[config.mk]
export PLATFORM = sky130hd
export DESIGN_NAME = nasti_demux_order_ctrl
export DESIGN_NICKNAME = d
export VERILOG_FILES = /design/src/rtl/nasti_ctrl_pkg.sv /design/src/rtl/nasti_txn_tracker.sv /design/src/rtl/nasti_demux_order_ctrl.sv
export SDC_FILE = /design/constraint.sdc
export NUM_CORES = 1
export LEC_CHECK = 0
export BUFFER_PORTS_ARGS = -buffer_cell sky130_fd_sc_hd__buf_2
export CAP_MARGIN = 20
export CORE_UTILIZATION = 35
export CTS_BUF_LIST = sky130_fd_sc_hd__clkbuf_8
export CTS_CLUSTER_DIAMETER = 120
export DETAILED_ROUTE_END_ITERATION = 10
export HOLD_SLACK_MARGIN = 0.03
export SLEW_MARGIN = 40
export SYNTH_ARGS = -nofsm -noshare
export SYNTH_HDL_FRONTEND = slang
export SYNTH_SLANG_ARGS = --single-unit
[constraint.sdc]
create_clock -name clk -period 5.8 [get_ports clk]
set_input_delay 1.16 -clock clk [delete_from_list [all_inputs] [get_ports clk]]
set_output_delay 1.16 -clock clk [all_outputs]
set_load 0.05 [all_outputs]
[src/rtl/nasti_ctrl_pkg.sv]
// Shared types for the nasti_demux ordering guard: port index, tracker FSM states.
package nasti_ctrl_pkg;

  localparam int NASTI_MAX_PORTS = 8;

  typedef logic [2:0] port_idx_t;

  typedef enum logic {
    IDLE   = 1'b0,
    ACTIVE = 1'b1
  } trk_state_e;

endpackage

[src/rtl/nasti_txn_tracker.sv]
// One channel's ordering guard: outstanding-burst counter, port lock and handshake gating.
module nasti_txn_tracker
  import nasti_ctrl_pkg::*;
#(
  parameter int MAX_OUTSTANDING = 4,
  parameter int CNT_WIDTH       = $clog2(MAX_OUTSTANDING + 1)
) (
  input  logic      i_clk,
  input  logic      i_rst,
  input  logic      i_s_valid,
  output logic      o_s_ready,
  input  port_idx_t i_req_port,
  output logic      o_m_valid,
  input  logic      i_m_ready,
  input  logic      i_done,
  output logic      o_busy,
  output port_idx_t o_port,
  output logic      o_err
);

  localparam logic [CNT_WIDTH-1:0] MAX_CNT = CNT_WIDTH'(MAX_OUTSTANDING);

  trk_state_e           r_state;
  trk_state_e           w_state_nxt;
  logic [CNT_WIDTH-1:0] r_cnt;
  logic [CNT_WIDTH-1:0] w_cnt_nxt;
  port_idx_t            r_port;
  port_idx_t            w_port_nxt;
  logic                 r_err;
  logic                 w_err_nxt;
  logic                 w_allow;
  logic                 w_issue;

  // Gating depends only on registered state and the request port, never on i_done.
  assign w_allow   = (r_state == IDLE) || ((i_req_port == r_port) && (r_cnt < MAX_CNT));
  assign o_m_valid = i_s_valid && w_allow;
  assign o_s_ready = i_m_ready && w_allow;
  assign w_issue   = i_s_valid && i_m_ready && w_allow;

  assign o_busy = (r_cnt != '0);
  assign o_port = r_port;
  assign o_err  = r_err;

  always_ff @(posedge i_clk) begin
    if (i_rst) begin
      r_state <= IDLE;
      r_cnt   <= '0;
      r_port  <= '0;
      r_err   <= 1'b0;
    end else begin
      r_state <= w_state_nxt;
      r_cnt   <= w_cnt_nxt;
      r_port  <= w_port_nxt;
      r_err   <= w_err_nxt;
    end
  end

  always_comb begin
    w_state_nxt = r_state;
    w_cnt_nxt   = r_cnt;
    w_port_nxt  = r_port;
    w_err_nxt   = r_err;
    case (r_state)
      IDLE: begin
        if (w_issue) begin
          w_state_nxt = ACTIVE;
          w_cnt_nxt   = CNT_WIDTH'(1);
          w_port_nxt  = i_req_port;
        end
        // Counter is zero here, so any completion is an underflow.
        if (i_done) begin
          w_err_nxt = 1'b1;
        end
      end
      ACTIVE: begin
        if (w_issue && !i_done) begin
          w_cnt_nxt = r_cnt + CNT_WIDTH'(1);
        end else if (!w_issue && i_done) begin
          w_cnt_nxt = r_cnt - CNT_WIDTH'(1);
          if (r_cnt == CNT_WIDTH'(1)) begin
            w_state_nxt = IDLE;
          end
        end
      end
      default: begin
        w_state_nxt = IDLE;
      end
    endcase
  end

endmodule

[src/rtl/nasti_demux_order_ctrl.sv]
// Keeps AR and AW traffic locked to one demux port at a time so same-ID responses stay in order.
module nasti_demux_order_ctrl
  import nasti_ctrl_pkg::*;
#(
  parameter int MAX_OUTSTANDING = 4,
  parameter int CNT_WIDTH       = $clog2(MAX_OUTSTANDING + 1)
) (
  input  logic       clk,
  input  logic       rst,
  input  logic       s_ar_valid,
  output logic       s_ar_ready,
  input  logic [2:0] ar_port,
  output logic       m_ar_valid,
  input  logic       m_ar_ready,
  input  logic       r_fire,
  input  logic       s_aw_valid,
  output logic       s_aw_ready,
  input  logic [2:0] aw_port,
  output logic       m_aw_valid,
  input  logic       m_aw_ready,
  input  logic       b_fire,
  output logic       rd_busy,
  output logic       wr_busy,
  output logic [2:0] rd_port,
  output logic [2:0] wr_port,
  output logic       proto_err
);

  logic w_rd_err;
  logic w_wr_err;

  nasti_txn_tracker #(
    .MAX_OUTSTANDING(MAX_OUTSTANDING),
    .CNT_WIDTH      (CNT_WIDTH)
  ) u_rd_tracker (
    .i_clk     (clk),
    .i_rst     (rst),
    .i_s_valid (s_ar_valid),
    .o_s_ready (s_ar_ready),
    .i_req_port(ar_port),
    .o_m_valid (m_ar_valid),
    .i_m_ready (m_ar_ready),
    .i_done    (r_fire),
    .o_busy    (rd_busy),
    .o_port    (rd_port),
    .o_err     (w_rd_err)
  );

  nasti_txn_tracker #(
    .MAX_OUTSTANDING(MAX_OUTSTANDING),
    .CNT_WIDTH      (CNT_WIDTH)
  ) u_wr_tracker (
    .i_clk     (clk),
    .i_rst     (rst),
    .i_s_valid (s_aw_valid),
    .o_s_ready (s_aw_ready),
    .i_req_port(aw_port),
    .o_m_valid (m_aw_valid),
    .i_m_ready (m_aw_ready),
    .i_done    (b_fire),
    .o_busy    (wr_busy),
    .o_port    (wr_port),
    .o_err     (w_wr_err)
  );

  assign proto_err = w_rd_err | w_wr_err;

endmodule

Word level (Yosys, flattened, before mapping)
Cells that the tools add are included.
{"block": "totals", "word_cells": 71, "ff_bits": 16, "out_inout_bits": 13}
{"block": "classes", "eq_ne": 8, "order_cmp": 2, "muxes": 18, "reduce_logical": 28, "bitwise_logic": 3, "n_addsub": 4}
{"cell": "$mux 3", "n": 6}
{"cell": "$logic_and 1x1->1", "n": 14}
{"cell": "$pmux 3 s2", "n": 2}
{"cell": "$reduce_and 2->1", "n": 6}
{"cell": "$mux 1", "n": 8}
{"cell": "$add 3x1->3 const B", "n": 2}
{"cell": "$eq 3x1->1 const B", "n": 2}
{"cell": "$eq 3x3->1", "n": 2}
{"cell": "$lt 3x3->1 const B", "n": 2}
{"cell": "$ne 3x3->1 const B", "n": 2}
{"cell": "$reduce_bool 3->1", "n": 2}
{"cell": "$sub 3x1->3 const B", "n": 2}
{"cell": "$logic_not 1->1", "n": 4}
{"cell": "$ne 2x1->1 const B", "n": 2}
{"cell": "$pmux 1 s2", "n": 2}
{"cell": "$logic_or 1x1->1", "n": 2}
{"cell": "$not 1->1", "n": 2}
{"cell": "$or 1x1->1", "n": 1}

Depth between registers and ports, before layout
{"block": "depth", "ltp_word": 9, "mapped_depth": 7, "ltp_nobuf": 7}

Cells and area by module
A second synthesis with hierarchy kept.
{"block": "unflattened", "hier_cells": 125, "area_unflattened_um2": 1092.3}
{"mod": "nasti_txn_tracker", "cells_each": 62, "instances": 2, "area_each_um2": 543.0}
{"mod": "nasti_demux_order_ctrl", "cells_each": 1, "instances": 1, "area_each_um2": 6.3}

Worst setup path after synthesis
Ideal clock, no wire load.
{"block": "synth_path", "kind": "input-to-output", "startpoint": "input port ar_port[2]", "endpoint": "output port m_ar_valid", "slack_ns": 2.595, "stages": 3, "arrival_time_ns": 2.045, "cell_sequence": "xor2_1 -> o41ai_2 -> and2_2"}
{"block": "synth_between", "elab_chain_len": 4}
{"item": "from (decl)", "line_no": "nasti_demux_order_ctrl.sv:12", "source": "input logic [2:0] ar_port,"}
{"item": "$eq 3x3->1", "line_no": "nasti_txn_tracker.sv:35", "source": "assign w_allow = (r_state == IDLE) || ((i_req_port == r_port) && (r_cnt < MAX_CNT));"}
{"item": "$logic_and 1x1->1", "line_no": "nasti_txn_tracker.sv:35"}
{"item": "$logic_or 1x1->1", "line_no": "nasti_txn_tracker.sv:35"}
{"item": "$logic_and 1x1->1", "line_no": "nasti_txn_tracker.sv:36", "source": "assign o_m_valid = i_s_valid && w_allow;"}
{"item": "to (decl)", "line_no": "nasti_demux_order_ctrl.sv:13", "source": "output logic m_ar_valid,"}
No other way between the ends.

Final worst setup path
{"block": "layout_path", "startpoint": "input port ar_port[2]", "endpoint": "output port s_ar_ready"}
{"block": "layout_between", "elab_chain_len": 4}
{"item": "$eq 3x3->1", "line_no": "nasti_txn_tracker.sv:35"}
{"item": "$logic_and 1x1->1", "line_no": "nasti_txn_tracker.sv:35"}
{"item": "$logic_or 1x1->1", "line_no": "nasti_txn_tracker.sv:35"}
{"item": "$logic_and 1x1->1", "line_no": "nasti_txn_tracker.sv:37", "source": "assign o_s_ready = i_m_ready && w_allow;"}
{"item": "to (decl)", "line_no": "nasti_demux_order_ctrl.sv:11", "source": "output logic s_ar_ready,"}
No other way between the ends.

==> impl_metrics.tcl <==
set metrics [dict create \
    path_clk_slew_ns 0.06 \
    rsz0062_at_grt "false" \
    grt_pass1_wl_mm 3.55 \
    endpoint_kind "output pin" \
    syn_inst 109 \
    ys_ff_latch 16 \
    synthAdderAreaFrac_pct 17.3 \
    grt_max_degree 17 \
    via_count 855 \
    crit_arrival_ns 2.32 \
    finalSetupTns_ns 0 \
    fmax_ghz 0.287 \
    dp_slack_ns 2.35 \
    place.gp.congestion 0.788 \
    cts-root-buf "clkbuf_8" \
    fin_crit_sh_pct 60.0 \
    synth_compound_area_share_pct 10.1 \
    worstMarginPinSlew_ns 0.386 \
    dieArea_sq_um 3120 \
    yosysWarnings 0 \
    swShare_pct 33.3 \
    ff2ff_setup_slack_ns 3.63 \
    fp.dieH_um 55.8 \
    post_cts_resized 0 \
    critPathKind "in -> out" \
    max_slew_margin_pct 74.0 \
    synth_cell_types 22 \
    most-common-layout-cells "buf_2, dfxtp_1, ha_1" \
    overflow 0 \
    cts_buffers 3 \
    diodes 0 \
    final_common_cell "buf_2" \
    clockBufferDepth 2 \
    report.final.slew_viol_count 0 \
    setup_violations 0 \
    num_rows 19 \
    required_ns 4.64 \
    dp_cells 164 \
    syn-cell-area_sq_um 1010 \
    firstDrtPassIters 4 \
    synth-xor-area-share_pct 6.91 \
    antenna_found_initial 0 \
    drive_gt1_share_pct 28.5 \
    drtIter0Drc 12 \
    p_switching_w 0.000103 \
    areaGrowthSynthToFinish_pct 21.3 \
    io_pins 27 \
    grt_pass1_vias 843 \
    clock_sinks 16 \
    nNetsFinal 166 \
    hp-class "reg -> reg" \
    skew_ns 0.00136 \
    post-cts-setup-buffers 0 \
    drc 0 \
    power_frac_comb_pct 27.0 \
    synth_nets 137 \
    start_util_pct 36.8 \
    p_leak_nw 0.615 \
    hold_violations 0 \
    stdcell_count 168 \
    avgSynthCellArea_sq_um 9.31 \
    wire_per_inst_um 12.0 \
    portBuffers 26 \
    max_cap_violations 0 \
    power_density_nw_per_um2 251 \
    insertion_delay_ns 0.25 \
    place_hpwl_mm 1.61 \
    ir_drop_uv 141 \
    ys_seq_area_share_pct 31.6 \
    start_kind "primary input" \
    intPower_w 0.000207 \
    setup_ws_ns 2.32 \
    synth_top_family_by_area "simple AND/OR/NAND/NOR gates" \
    grt_use_total_pct 14.3 \
    synthMuxAreaShare_pct 7.89 \
    die_w_um 55.8 \
    ant_nets 0 \
    crit_path_max_fanout 4 \
    h-tree-depth 1 \
    min_period_ns 3.48 \
    postCtsHoldBufs 0 \
    vias_per_cell 5.09 \
    core-area_sq_um 2760 \
    status "complete, no violations" \
    p_seq_share_pct 40.2 \
    synthSimpleGateAreaFrac_pct 22.6 \
    routed_wl_mm 2.02 \
    tritoncts "done" \
    p_clk_share_pct 32.7 \
]
## cell families after synthesis
kind of cell             count (synthesis)
adder cells (fa/ha/maj)                 14
multiplexers                             8
AND/OR/NAND/NOR                         39
buffers and inverters                   10
flip-flops                              16
AO/OA/AOI/OAI                           14
XOR/XNOR                                 8
## cells in the mapped netlist
cell type | instances | area, sq um
nor2b_1 | 2 | 12.5
clkbuf_1 | 2 | 7.51
and3_1 | 2 | 12.5
or3_1 | 2 | 12.5
nand3b_2 | 2 | 22.5
ha_1 | 14 | 175
xor2_1 | 6 | 52.6
nand2_1 | 4 | 15.0
nand4bb_1 | 2 | 22.5
dfxtp_1 | 16 | 320
nand3_1 | 8 | 40.0
xnor2_1 | 2 | 17.5
or2_2 | 1 | 6.26
a21o_1 | 2 | 15.0
nor2_1 | 8 | 30.0
a31oi_1 | 4 | 25.0
a21oi_1 | 6 | 30.0
nand2b_1 | 4 | 25.0
mux2i_1 | 8 | 80.1
and2_2 | 4 | 30.0
o41ai_2 | 2 | 32.5
inv_1 | 8 | 30.0
## worst paths after layout
kind / startpoint / to / depth (start not counted)
max: ar_port[2] / s_ar_ready / 5
min: u_rd_tracker.o_err / u_rd_tracker.o_err / 2
max reg2reg: u_rd_tracker.o_port[2] / u_rd_tracker.r_cnt[2] / 7
min reg2reg: u_rd_tracker.o_err / u_rd_tracker.o_err / 2
## state kept, by name, summed over array words and instances (netlist names)
register and cells:
u_rd_tracker.o_port 3, u_rd_tracker.r_cnt 3, u_wr_tracker.o_port 3, u_wr_tracker.r_cnt 3
u_rd_tracker.o_err 1, u_rd_tracker.r_state 1, u_wr_tracker.o_err 1, u_wr_tracker.r_state 1
## cell type report
cell class,count,area [sq um]
fill,268,1530
clock buffer,4,55.1
timing repair buffer,26,130
sequential,16,320
tap,31,38.8
inverter,8,30.0
multi-input combinational,83,657
## through the flow
stage	total power [W]	utilization, %	area (sq um)	hold WS [ns]
finish	0.000310	44.6	1230	0.463
global route	0.000326	44.6	1230	0.510
CTS	0.000312	44.6	1230	0.470
detailed placement	0.000211	42.6	1180	0.455
global placement	0.000208	42.6	1180	0.445
floorplan	0.000189	-	1010	0.429
## layer usage
layer	track usage (%)	wire (um)	vias to the layer above
met4	5.23	35	0
li1	-	-	427
met3	3.49	88	4
met5	0	0	-
met2	25.0	1000	25
met1	17.1	893	399
## power groups by stage
stage               clock (W)  sequential (W)  combinational, W
CTS                  0.000103        0.000124         0.0000844
floorplan                   0        0.000132         0.0000569
finish               0.000101        0.000125         0.0000837
detailed placement          0        0.000127         0.0000841
global placement            0        0.000126         0.0000822
global route         0.000109        0.000126         0.0000910
## worst max-delay path: stages
cell     delay, ns
buf_2         0.11
xor2_1        0.15
o41ai_2       0.44
and2_2        0.21
buf_2         0.25
Power figures use the tool's default switching activity.
